<file path="src/rtl/sync_fifo_param.sv">
// sync_fifo_param: single-clock FIFO with occupancy count, programmable
// almost-full / almost-empty thresholds and a standard or FWFT read port.
// Optional build macro: SYNC_FIFO_ERR_FLAGS_EN adds sticky overflow and
// underflow flags; without it both outputs are tied low and no flag
// registers are built.
module sync_fifo_param #(
  parameter int DATA_LEN = 16,
  parameter int ADDR_LEN = 4,
  parameter int AF_LEVEL = (1 << ADDR_LEN) - 2,
  parameter int AE_LEVEL = 2,
  parameter bit FWFT     = 1'b0
) (
  input  logic                clk,
  input  logic                reset_n,
  input  logic [DATA_LEN-1:0] data_in,
  input  logic                wrt_en,
  output logic                wrt_full,
  output logic                almost_full,
  output logic [DATA_LEN-1:0] data_out,
  input  logic                rd_en,
  output logic                rd_empty,
  output logic                almost_empty,
  output logic [ADDR_LEN:0]   count,
  output logic                overflow,
  output logic                underflow
);

  // Depth is derived from the pointer width and cannot be overridden.
  localparam int FIFO_DEPTH = 1 << ADDR_LEN;

  localparam logic [ADDR_LEN:0] DEPTH_C = (ADDR_LEN+1)'(FIFO_DEPTH);
  localparam logic [ADDR_LEN:0] AF_C    = (ADDR_LEN+1)'(AF_LEVEL);
  localparam logic [ADDR_LEN:0] AE_C    = (ADDR_LEN+1)'(AE_LEVEL);

  logic [DATA_LEN-1:0] mem_q [FIFO_DEPTH];
  logic [ADDR_LEN-1:0] wptr_q, wptr_d;
  logic [ADDR_LEN-1:0] rptr_q, rptr_d;
  logic [ADDR_LEN:0]   count_q, count_d;
  logic                full, empty;
  logic                wr_acc, rd_acc;

  // Flags come from the registered count only.
  assign full         = (count_q == DEPTH_C);
  assign empty        = (count_q == '0);
  assign wrt_full     = full;
  assign rd_empty     = empty;
  assign almost_full  = (count_q >= AF_C);
  assign almost_empty = (count_q <= AE_C);
  assign count        = count_q;

  // Accept decisions use the occupancy at the start of the cycle.
  assign wr_acc = wrt_en & ~full;
  assign rd_acc = rd_en & ~empty;

  // Next-state pointers and occupancy.
  always_comb begin
    wptr_d  = wptr_q;
    rptr_d  = rptr_q;
    count_d = count_q;
    if (wr_acc) wptr_d = wptr_q + ADDR_LEN'(1);
    if (rd_acc) rptr_d = rptr_q + ADDR_LEN'(1);
    case ({wr_acc, rd_acc})
      2'b10:   count_d = count_q + (ADDR_LEN+1)'(1);
      2'b01:   count_d = count_q - (ADDR_LEN+1)'(1);
      default: count_d = count_q;
    endcase
  end

  // Pointer and occupancy registers.
  always_ff @(posedge clk or negedge reset_n) begin
    if (!reset_n) begin
      wptr_q  <= '0;
      rptr_q  <= '0;
      count_q <= '0;
    end else begin
      wptr_q  <= wptr_d;
      rptr_q  <= rptr_d;
      count_q <= count_d;
    end
  end

  // Storage array; contents are intentionally not reset.
  always_ff @(posedge clk) begin
    if (wr_acc) mem_q[wptr_q] <= data_in;
  end

  generate
    if (FWFT) begin : g_fwft
      // Head word is presented directly; forced to zero while empty so the
      // port reads 0 out of reset.
      assign data_out = empty ? '0 : mem_q[rptr_q];
    end else begin : g_std
      logic [DATA_LEN-1:0] dout_q, dout_d;

      // Head word is captured only on an accepted read, otherwise held.
      always_comb begin
        dout_d = dout_q;
        if (rd_acc) dout_d = mem_q[rptr_q];
      end

      // Registered read-data port.
      always_ff @(posedge clk or negedge reset_n) begin
        if (!reset_n) dout_q <= '0;
        else          dout_q <= dout_d;
      end

      assign data_out = dout_q;
    end
  endgenerate

`ifdef SYNC_FIFO_ERR_FLAGS_EN
  logic ovf_q, ovf_d;
  logic unf_q, unf_d;

  // Sticky error flags; only reset clears them.
  always_comb begin
    ovf_d = ovf_q | (wrt_en & full);
    unf_d = unf_q | (rd_en & empty);
  end

  // Error flag registers.
  always_ff @(posedge clk or negedge reset_n) begin
    if (!reset_n) begin
      ovf_q <= 1'b0;
      unf_q <= 1'b0;
    end else begin
      ovf_q <= ovf_d;
      unf_q <= unf_d;
    end
  end

  assign overflow  = ovf_q;
  assign underflow = unf_q;
`else
  assign overflow  = 1'b0;
  assign underflow = 1'b0;
`endif

endmodule
</file>
<file path="config.mk">
export PLATFORM = sky130hd
export DESIGN_NAME = sync_fifo_param
export DESIGN_NICKNAME = d
export VERILOG_FILES = /design/src/rtl/sync_fifo_param.sv
export SDC_FILE = /design/constraint.sdc
export NUM_CORES = 1
export LEC_CHECK = 0
export CAP_MARGIN = 20
export CORE_MARGIN = 2
export CORE_UTILIZATION = 60
export CTS_CLUSTER_SIZE = 10
export DETAILED_ROUTE_END_ITERATION = 10
export PLACE_DENSITY = 0.79
export RECOVER_POWER = 25
export SYNTH_ARGS = -nofsm -noshare
export SYNTH_HDL_FRONTEND = slang
export SYNTH_SLANG_ARGS = --single-unit
</file>
<file path="constraint.sdc">
create_clock -name clk -period 3.9 [get_ports clk]
set_input_delay 1.17 -clock clk [delete_from_list [all_inputs] [get_ports clk]]
set_output_delay 1.17 -clock clk [all_outputs]
set_load 0.005 [all_outputs]
</file>
After elaboration in Yosys (flattened, before gate mapping)
Memory sizes are Yosys's and may differ from the RTL's. A register that Yosys moved wholly into a read port is not among the register bits.
Index checks and enable logic that the tools add are counted.
{"block": "totals", "mem_count": 1, "register_bits": 13, "mem_bits_rw": 256}
{"memory": "mem_q", "words": 16, "width": 16, "read_ports": 1, "rd_ports_with_merged_regs": 1, "wr": 1, "line": "35", "text": "logic [DATA_LEN-1:0] mem_q [FIFO_DEPTH];"}
{"block": "op_classes", "n_addsub": 4, "bitwise_logic": 4, "eq_ne": 3, "muxes": 3, "n_reduce_logical": 3, "n_lt_le_gt_ge": 2}
{"op": "$pmux W5 S2", "count": 1}
{"op": "$add A4 B1 Y4 const B", "count": 2}
{"op": "$add A5 B1 Y5 const B", "count": 1}
{"op": "$eq A5 B5 Y1 const B", "count": 1}
{"op": "$ge A5 B4 Y1 const B", "count": 1}
{"op": "$le A5 B2 Y1 const B", "count": 1}
{"op": "$logic_not A5 Y1", "count": 1}
{"op": "$sub A5 B1 Y5 const B", "count": 1}
{"op": "$and A1 B1 Y1", "count": 2}
{"op": "$eq A2 B1 Y1 const B", "count": 1}
{"op": "$eq A2 B2 Y1 const B", "count": 1}
{"op": "$mux W1", "count": 2}
{"op": "$not A1 Y1", "count": 2}
{"op": "$reduce_bool A2 Y1", "count": 1}
{"op": "$logic_not A1 Y1", "count": 1}

Depth between registers and ports, before layout
Gate-level depths: netlist of the first run.
{"block": "logic_depth", "depth_word": 5, "mapped_depth": 13}

Least setup slack after synthesis of the first run
Ideal clock, no wire load.
{"block": "synth_timing", "path_type": "in2reg", "from": "in wrt_en", "to": "mem mem_q[3][0] (enable)", "n_path_buf": 1, "setup_slack_ns": 0.766, "arrival_time_ns": 2.725, "required_ns": 3.491, "path_stages": 4, "cell_sequence": "and2_1 > buf_2 > nand2_1 > nor3_1"}
{"block": "synth_via", "elab_chain_cells": 3}
{"element": "start, declared", "line": "16", "text": "input logic wrt_en,"}
{"element": "$and A1 B1 Y1", "line": "52", "text": "assign wr_acc = wrt_en & ~full;"}
{"element": "$mux W1", "line": "84", "text": "if (wr_acc) mem_q[wptr_q] <= data_in;"}
{"element": "$mux W1 (not written as such)", "line": "84"}
{"element": "end, declared", "line": "35"}
Every way passes these cells.

Worst setup path in the final report of the first run
{"block": "layout_timing", "from": "reg count_q[3], in the netlist count[3]", "to": "out rd_empty"}
{"block": "layout_via", "elab_chain_cells": 1}
{"element": "start, declared", "line": "38", "text": "logic [ADDR_LEN:0] count_q, count_d;"}
{"element": "start signal, assigned", "line": "78", "text": "count_q <= count_d;"}
{"element": "$logic_not A5 Y1", "line": "44", "text": "assign empty = (count_q == '0);"}
{"element": "end, declared", "line": "21", "text": "output logic rd_empty,"}
Every way passes these cells.

==> qor.txt, run 1 <==
status: finished with violations
failing checks: capacitance limit, slew limit
Post-Route WL: 23.0 mm
ys async rst share: 0.102
num ports: 47
most common cell in the netlist: edfxtp_1
antenna fix cells: 0
row count: 49
Layout fillers: 1046
mapped cell area: 11100 um2
Port Buffers: 44
vias in the first global route: 5830
fin worst setup slack: 0.458 ns
Final Cycle Share: 0.883
Slew HR: -0.106
die height: 140 um
min-delay src: data_out[9]
Yosys cell types: 37
CP max-delay cell: clkdlybuf4s50_1
routability congestion estimate: 0.775
largest net degree at the start of global routing: 41
gr usage total: 0.247
die area: 19600 um2
RR Startpoint: count[3]
CTS Hold Bufs: 0
cts repair resizes: 0
Synth Flop Type: edfxtp_1
Worst Setup End Kind: output pin
drt drc: 0
VDD IR max: 650 uV
WP data arrival: 2.27 ns
Synth top cells by count: edfxtp_1, mux4_2, nand2_1, dfrtp_1, o21ai_1
setup repair after global routing missed its margin: false
Tightest Pin Transition: 1.66 ns
Final Util: 0.715
Yosys top cell area share: 0.694
Num CTS Buffers: 34
Hold/Removal Path Class: flip-flop to flip-flop
Setup WS pre-CTS: 0.426 ns
CP Class: flip-flop to output pin
Mapped Avg Cell Area: 20.4 um2
Die W: 140 um
initial antenna violation count: 0
CTS tree: yes
CP peak stage delay: 0.48 ns
Fmax achieved: 291 MHz
Area Growth Syn to Fin: 16.3%
core area: 18000 um2
Critical Path, Cell by Cell: or3_1, or3_1, inv_2, clkdlybuf4s50_1
1st-iter DRT viols: 496
FF+latch count, synth: 285
Setup crit start kind: flip-flop
CTS H-tree depth: 2
Via-to-Cell Ratio: 6.37
Post-synth EDFFs: 256
hpwl dp: 13.8 mm
Antenna Nets Post-Route: 0
ranking of synthesized cells by area: edfxtp_1, mux4_2, dfrtp_1
share of layout cells above drive strength 1: 0.233
Final #Nets: 663
Num Clock Sinks: 285
Overall Power: 0.00946 W
Max Cap Viol: 1
Ys Warns: 0
grt total ovfl: 0
Cells after Synth: 543
crit path max fanout: 6
Initial Util: 0.615
Clk Latency, worst-skew pair: 0.50 ns
Final Setup Violations: 0
setup_tns: 0 ns
Reg clk slew, reported paths: 0.06 ns
Final Hold Viols: 0
CTS max path bufs: 3
vias post-DR: 5580
Slew Limit Fails: 30
Pwr Density: 734 nW/um2
Worst Skew: 0.0160 ns
Root Driver: clkbuf_16
Worst Path Required: 2.73 ns
Leakage Power: 4.36 nW
cell mode on critical path: or3_1
DR pass1 iterations: 5
fin crit period: 3.44 ns
sequential fraction of the synthesis area: 0.759
first-pass GRT wire length: 35.6 mm
Routed WL per cell: 26.3 um
largest area contributor in the netlist: edfxtp_1
postcts setup bufs: 0
CP Launch Point: count[3]
routing by layer:
| layer | up-vias | track usage | routed length (um) |
|---|---|---|---|
| met5 | - | 0 | 0 |
| met4 | 0 | 0.0884 | 663 |
| met3 | 47 | 0.0465 | 1630 |
| met2 | 266 | 0.401 | 11700 |
| met1 | 2910 | 0.344 | 9020 |
| li1 | 2357 | - | - |
critical path, delay by kind of cell, from the launching register on:
kind	cells	cell delay, ns
AND/OR/NAND/NOR	2	0.79
buffers and inverters	2	0.54
flip-flops	1	0.44
final cells by class:
cell class,count,area (um2),area share
inverters,10,37.5,0.00291
well taps,229,287,0.0222
flip-flops and latches,285,8420,0.653
multi-input cells,218,2460,0.191
repair buffers,84,746,0.0579
clock buffers,48,925,0.0717
clock inverters,2,13.8,0.00107
metrics by stage:
| stage | std cells | hold slack [ns] | area (um2) |
|---|---|---|---|
| 2_1_floorplan | 544 | 0.468 | 11100 |
| 3_3_place_gp | 826 | 0.471 | 12000 |
| 3_5_place_dp | 826 | 0.476 | 12000 |
| 4_1_cts | 876 | 0.488 | 12900 |
| 5_1_grt | 876 | 0.503 | 12900 |
| 6_report | 876 | 0.484 | 12900 |
power by group:
| group | internal (W) | total [W] | switching [W] |
|---|---|---|---|
| Sequential | 0.00376 | 0.00422 | 0.000458 |
| Combinational | 0.00132 | 0.00251 | 0.00120 |
| Clock | 0.00163 | 0.00272 | 0.00109 |
final timing paths:
path,to,slack (ns),depth (start not counted)
hold / removal,data_out[9],0.48,2
setup / recovery,rd_empty,0.46,4
max in group asynchronous,rptr_q[1],1.18,2
min in group asynchronous,count[4],1.64,2
hold reg to reg,data_out[9],0.48,2
setup reg to reg,count[4],0.95,11
sequential cells by signal, indices dropped and copies added (netlist names):
name and flops:
data_out 16, wptr_q 4, mem_q 256, count 5, rptr_q 4
logic make-up after synthesis:
kind of cell | after synthesis | synth area share
buffers and inverters | 41 | 0.0200
flip-flops | 285 | 0.759
other | 1 | 0.000338
multiplexers | 81 | 0.147
AND/OR/NAND/NOR | 76 | 0.0304
AO/OA/AOI/OAI | 39 | 0.0233
XOR/XNOR | 10 | 0.00790
adder cells (fa/ha/maj) | 10 | 0.0120
placed cells by master (no fill, tap or decap), drive strengths merged, types with 2 or more instances in the layout:
cell type        n
clkdlybuf4s50   34
nand2           47
nor3             4
nand4            2
xnor2            8
inv             11
xor2             2
mux2i           16
dfrtp           29
dlygate4sd3     10
nand2b           3
ha               9
or3              2
a21oi            3
o221ai          15
mux4            65
buf             38
nor2            12
conb             2
edfxtp         256
clkbuf          50
o21ai           19
Power figures use the tool's default switching activity.
==> inputs of run 2 (changes only) <==
--- a/config.mk
+++ b/config.mk
@@ -6,11 +6,11 @@
 export NUM_CORES = 1
 export LEC_CHECK = 0
 export CAP_MARGIN = 20
-export CORE_MARGIN = 2
-export CORE_UTILIZATION = 60
+export CORE_ASPECT_RATIO = 1.4
+export CORE_UTILIZATION = 54
 export CTS_CLUSTER_SIZE = 10
 export DETAILED_ROUTE_END_ITERATION = 10
-export PLACE_DENSITY = 0.79
+export PLACE_DENSITY = 0.75
 export RECOVER_POWER = 25
 export SYNTH_ARGS = -nofsm -noshare
 export SYNTH_HDL_FRONTEND = slang
==> constraint.sdc (replaced) <==
create_clock -name clk -period 2.9 [get_ports clk]
set_input_delay 0.87 -clock clk [delete_from_list [all_inputs] [get_ports clk]]
set_output_delay 0.87 -clock clk [all_outputs]
set_load 0.005 [all_outputs]
==> run 2 against run 1 <==
Against the previous run:
- the run still ends with capacitance limit, slew limit left
- worst setup slack got worse by 0.37 ns
- combinational power increased by 47%
- sequential share of layout area is 1.4 points lower
- clock skew down 0.0060 ns
- critical path type is now flip-flop to flip-flop
- largest cell class unchanged
==> qor.txt, run 2 (same netlist as run 1, synthesis figures left out) <==
core area: 20000 um2 (+11%)
Worst Setup End Kind: flip-flop
Final Hold Viols: 0 (unchanged)
vias post-DR: 5524 (-1.0%)
die area: 21100 um2 (+7.8%)
num ports: 47 (unchanged)
Pwr Density: 979 nW/um2 (+33%)
setup repair after global routing missed its margin: false
Final Cycle Share: 0.971
largest net degree at the start of global routing: 34 (-17%)
routability congestion estimate: 0.746 (-3.7%)
R2R setup slack: 0.08 ns (-0.87 ns)
first-pass GRT wire length: 33.5 mm (-5.8%)
Slew Limit Fails: 30 (unchanged)
Clk Latency, worst-skew pair: 0.49 ns (about the same)
CTS tree: yes
most common cell after layout, fill and taps aside: edfxtp_1
worst reg2reg endpoint: count[4]
Largest Register: mem_q
Port Buffers: 44 (unchanged)
VDD IR max: 392 uV (-40%)
Area Growth Syn to Fin: 18.9%
RR Startpoint: count[3]
Final Setup Violations: 0 (unchanged)
WP data arrival: 3.19 ns (+0.92 ns)
Slew HR: -0.165 (-0.0595)
Initial Util: 0.554 (-0.0606)
CP Class: flip-flop to flip-flop
row count: 61 (+24%)
CTS max path bufs: 3 (unchanged)
grt total ovfl: 0 (unchanged)
gr usage total: 0.221 (-0.0262)
share of layout cells above drive strength 1: 0.261 (+0.0274)
CP Launch Point: count[3]
Worst Path Required: 3.27 ns (+0.54 ns)
Setup crit start kind: flip-flop
Die W: 123 um (-12%)
Leakage Power: 4.43 nW (+1.7%)
Final #Nets: 667 (+0.60%)
Routed WL per cell: 24.2 um (-7.8%)
Via-to-Cell Ratio: 6.11 (-4.1%)
crit path max fanout: 3 (-3)
Worst Setup EP: count[4]
Fmax achieved: 355 MHz
Post-Route WL: 21.9 mm (-4.8%)
DR pass1 iterations: 5 (unchanged)
1st-iter DRT viols: 440 (-11%)
commonest non-fill, non-tap cells in the layout: edfxtp_1, mux4_2, nand2_1
max reg flops: 256 (unchanged)
Tightest Pin Transition: 1.75 ns (+0.0892 ns)
Max Cap Viol: 1 (unchanged)
CTS Hold Bufs: 0 (unchanged)
vias in the first global route: 5808 (-0.38%)
Hold Slack: 0.481 ns (-0.00242 ns)
antenna fix cells: 0 (unchanged)
Overall Power: 0.0129 W (+36%)
die height: 171 um (+23%)
Hold/Removal Path Class: flip-flop to flip-flop
Num Clock Sinks: 285 (unchanged)
CTS H-tree depth: 2 (unchanged)
Root Driver: clkbuf_16
hpwl dp: 13.1 mm (-4.7%)
Antenna Nets Post-Route: 0 (unchanged)
Reg clk slew, reported paths: 0.05 ns (about the same)
fin crit period: 2.82 ns
Worst Skew: 0.00994 ns (-0.00602 ns)
failing checks: capacitance limit, slew limit
initial antenna violation count: 0 (unchanged)
Num CTS Buffers: 34 (unchanged)
worst-case reg-to-reg path depth: 12 (+1)
status: finished with violations
drt drc: 0 (unchanged)
-- run 2: cell count changes in the layout (fill, tap and decap cells not counted), sizes merged --
cell	previous run	this run
clkdlybuf4s50	34	33
clkinvlp	0	1
buf	38	43
clkinv	1	0
clkbuf	50	51
dlygate4sd2	0	1
inv	11	10
-- run 2: timing repair --
action | 4_1_cts | 5_1_grt
setup buffers | 1 | 0
endpoints found under the setup margin | 1 | 2
pin swaps | 1 | 5
gates resized for setup | 2 | 13
-- run 2: worst min path at each step --
stage	depth (start not counted)	slack (ns)	end	from
after floorplan	2	0.47	data_out[14]	data_out[14]
after global placement	2	0.46	data_out[14]	data_out[14]
after detailed placement	2	0.47	data_out[14]	data_out[14]
after CTS	2	0.49	data_out[14]	data_out[14]
after global routing	2	0.52	data_out[5]	data_out[5]
final	2	0.48	data_out[14]	data_out[14]
-- run 2: critical path: stages, from the launching register on --
cell     delay [ns]
dfrtp_1        0.37
or3_4          0.39
or3_4          0.35
buf_4          0.15
nand2_4        0.06
inv_2          0.05
ha_4           0.17
ha_4           0.21
nor2b_2        0.15
o21ai_2        0.16
a21oi_2        0.07
or3b_4         0.40
xnor2_2        0.15
-- run 2: final cells by class --
class,count,area [um2]
Clock inverter,1,7.51
Inverter,10,37.5
Fill cell,1263,6820
Tap cell,252,315
Clock buffer,50,975
Multi-Input combinational cell,218,2550
Sequential cell,285,8420
Timing Repair Buffer,88,878
-- run 2: where the power goes --
part,leakage (nW),total [W],switching [W],internal [W]
combinational,1.31,0.00370,0.00179,0.00191
clock,0.471,0.00376,0.00147,0.00230
sequential,2.66,0.00544,0.000376,0.00507
-- run 2: stage by stage --
step	cell area, um2	setup WS, ns	cells	util	setup TNS (ns)
finish	13200	0.0840	904	0.659	0
global route	13200	0.0269	904	0.659	0
CTS	13100	-0.0394	904	0.656	-0.0394
detailed placement	12100	-0.206	852	0.606	-0.206
global placement	12100	-0.110	852	0.606	-0.110
floorplan	11100	0.0657	544	-	0
-- run 2: per-layer routing --
metal,GRT usage,wire [um],vias to the layer above
met5,0,0,-
met4,0.101,765,0
met3,0.0348,1310,52
met2,0.363,11300,222
met1,0.292,8560,2891
li1,-,-,2359
==> inputs of run 3 (changes only) <==
==> constraint.sdc (replaced) <==
create_clock -name clk -period 2.9 [get_ports clk]
set_input_delay 0.58 -clock clk [delete_from_list [all_inputs] [get_ports clk]]
set_output_delay 0.58 -clock clk [all_outputs]
set_load 0.005 [all_outputs]
==> run 3 against run 2 <==
Against the previous run:
- clock skew increased by 0.0050 ns
- first-iteration DRC count increased by 23%
- design area decreased by 1.7%
- global-route usage increased by 0.98 points
- register-to-register slack improved by 0.03 ns
- count of clock-buffer cells in the layout decreased by 4
- non-clock buffer count decreased by 4
- the flow still finishes with violations (capacitance limit, slew limit)
==> qor.txt, run 3 (same netlist as run 1, synthesis figures left out) <==
Worst Path Required: 3.26 ns (about the same)
Final Setup Violations: 0 (unchanged)
DR pass1 iterations: 5 (unchanged)
1st-iter DRT viols: 541 (+23%)
Routed WL per cell: 25.7 um (+5.9%)
Hold/Removal Path Class: flip-flop to flip-flop
Port Buffers: 44 (unchanged)
Initial Util: 0.554 (unchanged)
Antenna Nets Post-Route: 0 (unchanged)
Via-to-Cell Ratio: 6.20 (+1.5%)
vias post-DR: 5563 (+0.71%)
VDD IR max: 502 uV (+28%)
die area: 21100 um2 (unchanged)
gr usage total: 0.231 (+0.00985)
Final Cycle Share: 0.962 (-0.00878)
Num Clock Sinks: 285 (unchanged)
core area: 20000 um2 (unchanged)
Setup crit start kind: flip-flop
Pwr Density: 983 nW/um2 (+0.38%)
Root Driver: clkbuf_16
Non-Filler Instances: 897 (-0.77%)
WP data arrival: 3.15 ns (-0.04 ns)
Worst Skew: 0.0150 ns (+0.00502 ns)
Slew Limit Fails: 30 (unchanged)
max reg flops: 256 (unchanged)
Final Util: 0.648 (-0.0112)
Area Growth Syn to Fin: 16.9%
CTS max path bufs: 3 (unchanged)
Tightest Pin Transition: 1.83 ns (+0.0775 ns)
status: finished with violations
CTS tree: yes
failing checks: capacitance limit, slew limit
Slew HR: -0.217 (-0.0517)
Worst Setup End Kind: flip-flop
setup repair after global routing missed its margin: false
fin crit period: 2.79 ns (-0.0255 ns)
Largest Register: mem_q
Fmax achieved: 358 MHz (+0.91%)
design area: 13000 um2 (-1.7%)
Num CTS Buffers: 34 (unchanged)
placed cells: 849 (-0.35%)
most common cell after layout, fill and taps aside: edfxtp_1
Overall Power: 0.0127 W (-1.3%)
share of layout cells above drive strength 1: 0.245 (-0.0158)
antenna fix cells: 0 (unchanged)
Max Cap Viol: 1 (unchanged)
Clk Latency, worst-skew pair: 0.49 ns (about the same)
row count: 61 (unchanged)
drt drc: 0 (unchanged)
CP Class: flip-flop to flip-flop
crit path max fanout: 4 (+1)
DP Area: 12000 um2 (-1.0%)
first-pass GRT wire length: 34.5 mm (+2.9%)
Layout fillers: 1293 (+2.4%)
Post-Route WL: 23.0 mm (+5.1%)
hpwl dp: 13.5 mm (+2.7%)
initial antenna violation count: 0 (unchanged)
Die W: 123 um (unchanged)
Leakage Power: 4.35 nW (-1.8%)
die height: 171 um (unchanged)
largest net degree at the start of global routing: 36 (+5.9%)
commonest non-fill, non-tap cells in the layout: edfxtp_1, mux4_2, nand2_1
vias in the first global route: 5903 (+1.6%)
num ports: 47 (unchanged)
grt total ovfl: 0 (unchanged)
Reg clk slew, reported paths: 0.05 ns (about the same)
CTS H-tree depth: 2 (unchanged)
Final #Nets: 663 (-0.60%)
Final Hold Viols: 0 (unchanged)
routability congestion estimate: 0.787 (+5.5%)
## run 3: critical path, stage by stage, from the launching register on
cell and delay (ns):
dfrtp_1 0.38, or3_1 0.41, or3_4 0.37, nand2_4 0.09
inv_2 0.06, ha_4 0.18, inv_1 0.10, fa_1 0.21
nor2b_1 0.06, o21ai_1 0.20, a21oi_1 0.11, or3b_1 0.38
xnor2_1 0.14
## run 3: power by group
| part | total, W | internal (W) | switching [W] | leakage [nW] |
|---|---|---|---|---|
| Sequential | 0.00542 | 0.00507 | 0.000353 | 2.65 |
| Combinational | 0.00367 | 0.00182 | 0.00185 | 1.25 |
| Clock | 0.00364 | 0.00218 | 0.00146 | 0.449 |
| Total | 0.0127 | 0.00907 | 0.00366 | 4.35 |
## run 3: per-layer routing
| layer | share of wire | up-vias | wire length, um | global-route usage |
|---|---|---|---|---|
| met1 | 0.37 | 2907 | 8600 | 0.291 |
| met3 | 0.060 | 66 | 1380 | 0.0368 |
| met2 | 0.53 | 246 | 12100 | 0.395 |
| li1 | - | 2344 | - | - |
| met4 | 0.039 | 0 | 904 | 0.0995 |
| met5 | 0 | - | 0 | 0 |
## run 3: path summary, 6_finish.rpt
path / start / to / slack [ns] / cells after the start
hold reg to reg: data_out[14] / data_out[14] / 0.48 / 2
min in group asynchronous: reset_n / data_out[10] / 1.12 / 2
max in group asynchronous: reset_n / count[1] / 0.58 / 2
hold / removal: data_out[14] / data_out[14] / 0.48 / 2
setup / recovery: count[3] / count[4] / 0.11 / 12
setup reg to reg: count[3] / count[4] / 0.11 / 12
## run 3: layout make-up
| type | instances | area [um2] | share of cell area |
|---|---|---|---|
| clock buffers | 46 | 917 | 0.0708 |
| clock inverters | 2 | 16.3 | 0.00126 |
| inverters | 10 | 37.5 | 0.00290 |
| multi-input cells | 218 | 2500 | 0.193 |
| flip-flops and latches | 285 | 8420 | 0.650 |
| well taps | 252 | 315 | 0.0243 |
| repair buffers | 84 | 749 | 0.0578 |
## run 3: metrics by stage
stage	TNS (ns)	hold WS [ns]	setup slack (ns)
after global routing	0	0.502	0.0117
final	0	0.477	0.109
after CTS	0	0.484	0.00687
after floorplan	0	0.284	0.117
after detailed placement	-0.0373	0.471	-0.0373
after global placement	0	0.460	0.120
## run 3: what timing repair did
action                     CTS  global route
buffers inserted             0             0
pin swaps                    1             0
gates resized for setup      2             4
hold buffers                 0             0
hold endpoints to repair     0             0
setup endpoints to repair    1             1
==> RTL change: new RTL, flow settings as in run 1 <==
Change the parameter `DATA_LEN` from 16 to 8.
--- a/src/rtl/sync_fifo_param.sv
+++ b/src/rtl/sync_fifo_param.sv
@@ -4,7 +4,7 @@
 // underflow flags; without it both outputs are tied low and no flag
 // registers are built.
 module sync_fifo_param #(
-  parameter int DATA_LEN = 16,
+  parameter int DATA_LEN = 8,
   parameter int ADDR_LEN = 4,
   parameter int AF_LEVEL = (1 << ADDR_LEN) - 2,
   parameter int AE_LEVEL = 2,
Interface: changed (resized data_in and data_out); port bits go from 47 to 31. No check against the original RTL was run, so the function may have changed too.
==> RTL change against run 1 <==
Register-to-register slack hardly changed; clock power is 36% lower; sequential cell count is 136 lower; design area is 45% lower; first-iteration DRC count is 50% lower; area after synthesis is 46% lower; global-route usage is 1.8 points lower; largest power group unchanged; power is 42% lower; wire length is 50% lower; critical endpoint unchanged; setup slack better by 0.017 ns.
==> RTL change: results (changes against run 1) <==
Final net count: 395 (-40%)
DRT Pass-1 Iters: 4 (-1)
Leak: 2.503 nW (-43%)
# port buffers: 28 (-36%)
Synth unique cells: 36 (-2.7%)
Worst Setup Slack, final: 0.4754 ns (+0.01731 ns)
Layout cells sized above 1: 22.54% (-0.80 points)
Post-Synth Adder-Cell Area: 2.224% (+1.0 points)
Pin count of the biggest net entering global routing: 22 (-46%)
Max VDD drop: 0.5598 mV (-14%)
Metal-1 WL: 4475 um (-50%)
DR vias: 3044 (-45%)
Critical path arrival: 2.25 ns (-0.02 ns)
Clock root cell: clkbuf_8
Complex-gate fraction of the synthesized area: 2.476% (+0.15 points)
Post-synthesis sequential area ratio: 73.27% (-2.7 points)
Hpwl dp: 6809 um (-51%)
Post-synthesis mux area share: 13.99% (-0.70 points)
GRT Overall Usage: 22.90% (-1.8 points)
First DRT Iteration DRCs: 249 (-50%)
Later-pin clock latency in the skew report: 0.52 ns (+0.02 ns)
Measured slew at the worst slew-check pin: 1.129 ns (-0.5295 ns)
Post-synth EDFFs: 128 (-50%)
Gates resized, CTS repair: 0 (unchanged)
Cts bufs inserted: 17 (-50%)
DR WL met3: 702 um (-57%)
Post-DR wirelength/cell: 22.12 um (-16%)
Max FFs per register: 128 (-50%)
Grt met3 use: 5.475% (+0.83 points)
Placed cells: 485 (-41%)
GR Util met2: 38.32% (-1.8 points)
Via count of the first global-routing pass: 3182 (-45%)
Xor/xnor cell area share of the yosys netlist: 1.469% (+0.68 points)
Top post-synthesis cells by area: edfxtp_1 64%, mux4_2 12%, dfrtp_1 8.8%
Dpl ws: 0.4439 ns (+0.01748 ns)
Setup Skew: 0.009790 ns (-0.006169 ns)
Tightest hold margin: 0.4888 ns (+0.005206 ns)
Syn Area/Cell: 18.64 um2 (-8.7%)
Top cells by count, synth: 128 x edfxtp_1, 33 x mux4_2, 27 x nand2_1, 21 x dfrtp_1, 12 x nor2_1
GP Congestion: 0.8056 (+4.0%)
CP max FO: 6 (unchanged)
Met2 routed WL: 6047 um (-48%)
Met1 GRT Util: 28.84% (-5.6 points)
Outcome: completed
Fill count: 580 (-45%)
Cell Area, Placed: 0.006476 mm2 (-46%)
Final cell count without fillers: 519 (-41%)
Power Density: 764.0 mW/mm2 (+4.1%)
Async SR Flop Fraction: 14.09% (+3.9 points)
==> RTL change: worst min path at each step <==
| stage | endpoint | depth (start not counted) | start |
|---|---|---|---|
| finish | data_out[5] | 2 | data_out[5] |
| floorplan | data_out[0] | 2 | data_out[0] |
| CTS | data_out[5] | 2 | data_out[5] |
| global route | data_out[6] | 1 | data_out[6] |
| detailed placement | data_out[4] | 2 | data_out[4] |
| global placement | data_out[5] | 2 | data_out[5] |
==> RTL change: report_power, final <==
part	total, mW	switching (mW)	internal [mW]	leakage (nW)
clock network	1.75	0.636	1.11	0.309
logic	1.47	0.667	0.799	0.788
registers	2.24	0.260	1.98	1.41
==> RTL change: cell type report <==
class,instances,area share (%)
inverter,10,0.5254
clock buffer,18,5.849
sequential,149,61.16
multi-input combinational,144,20.51
timing repair buffer,51,6.515
clock inverter,14,3.117
tap,133,2.329
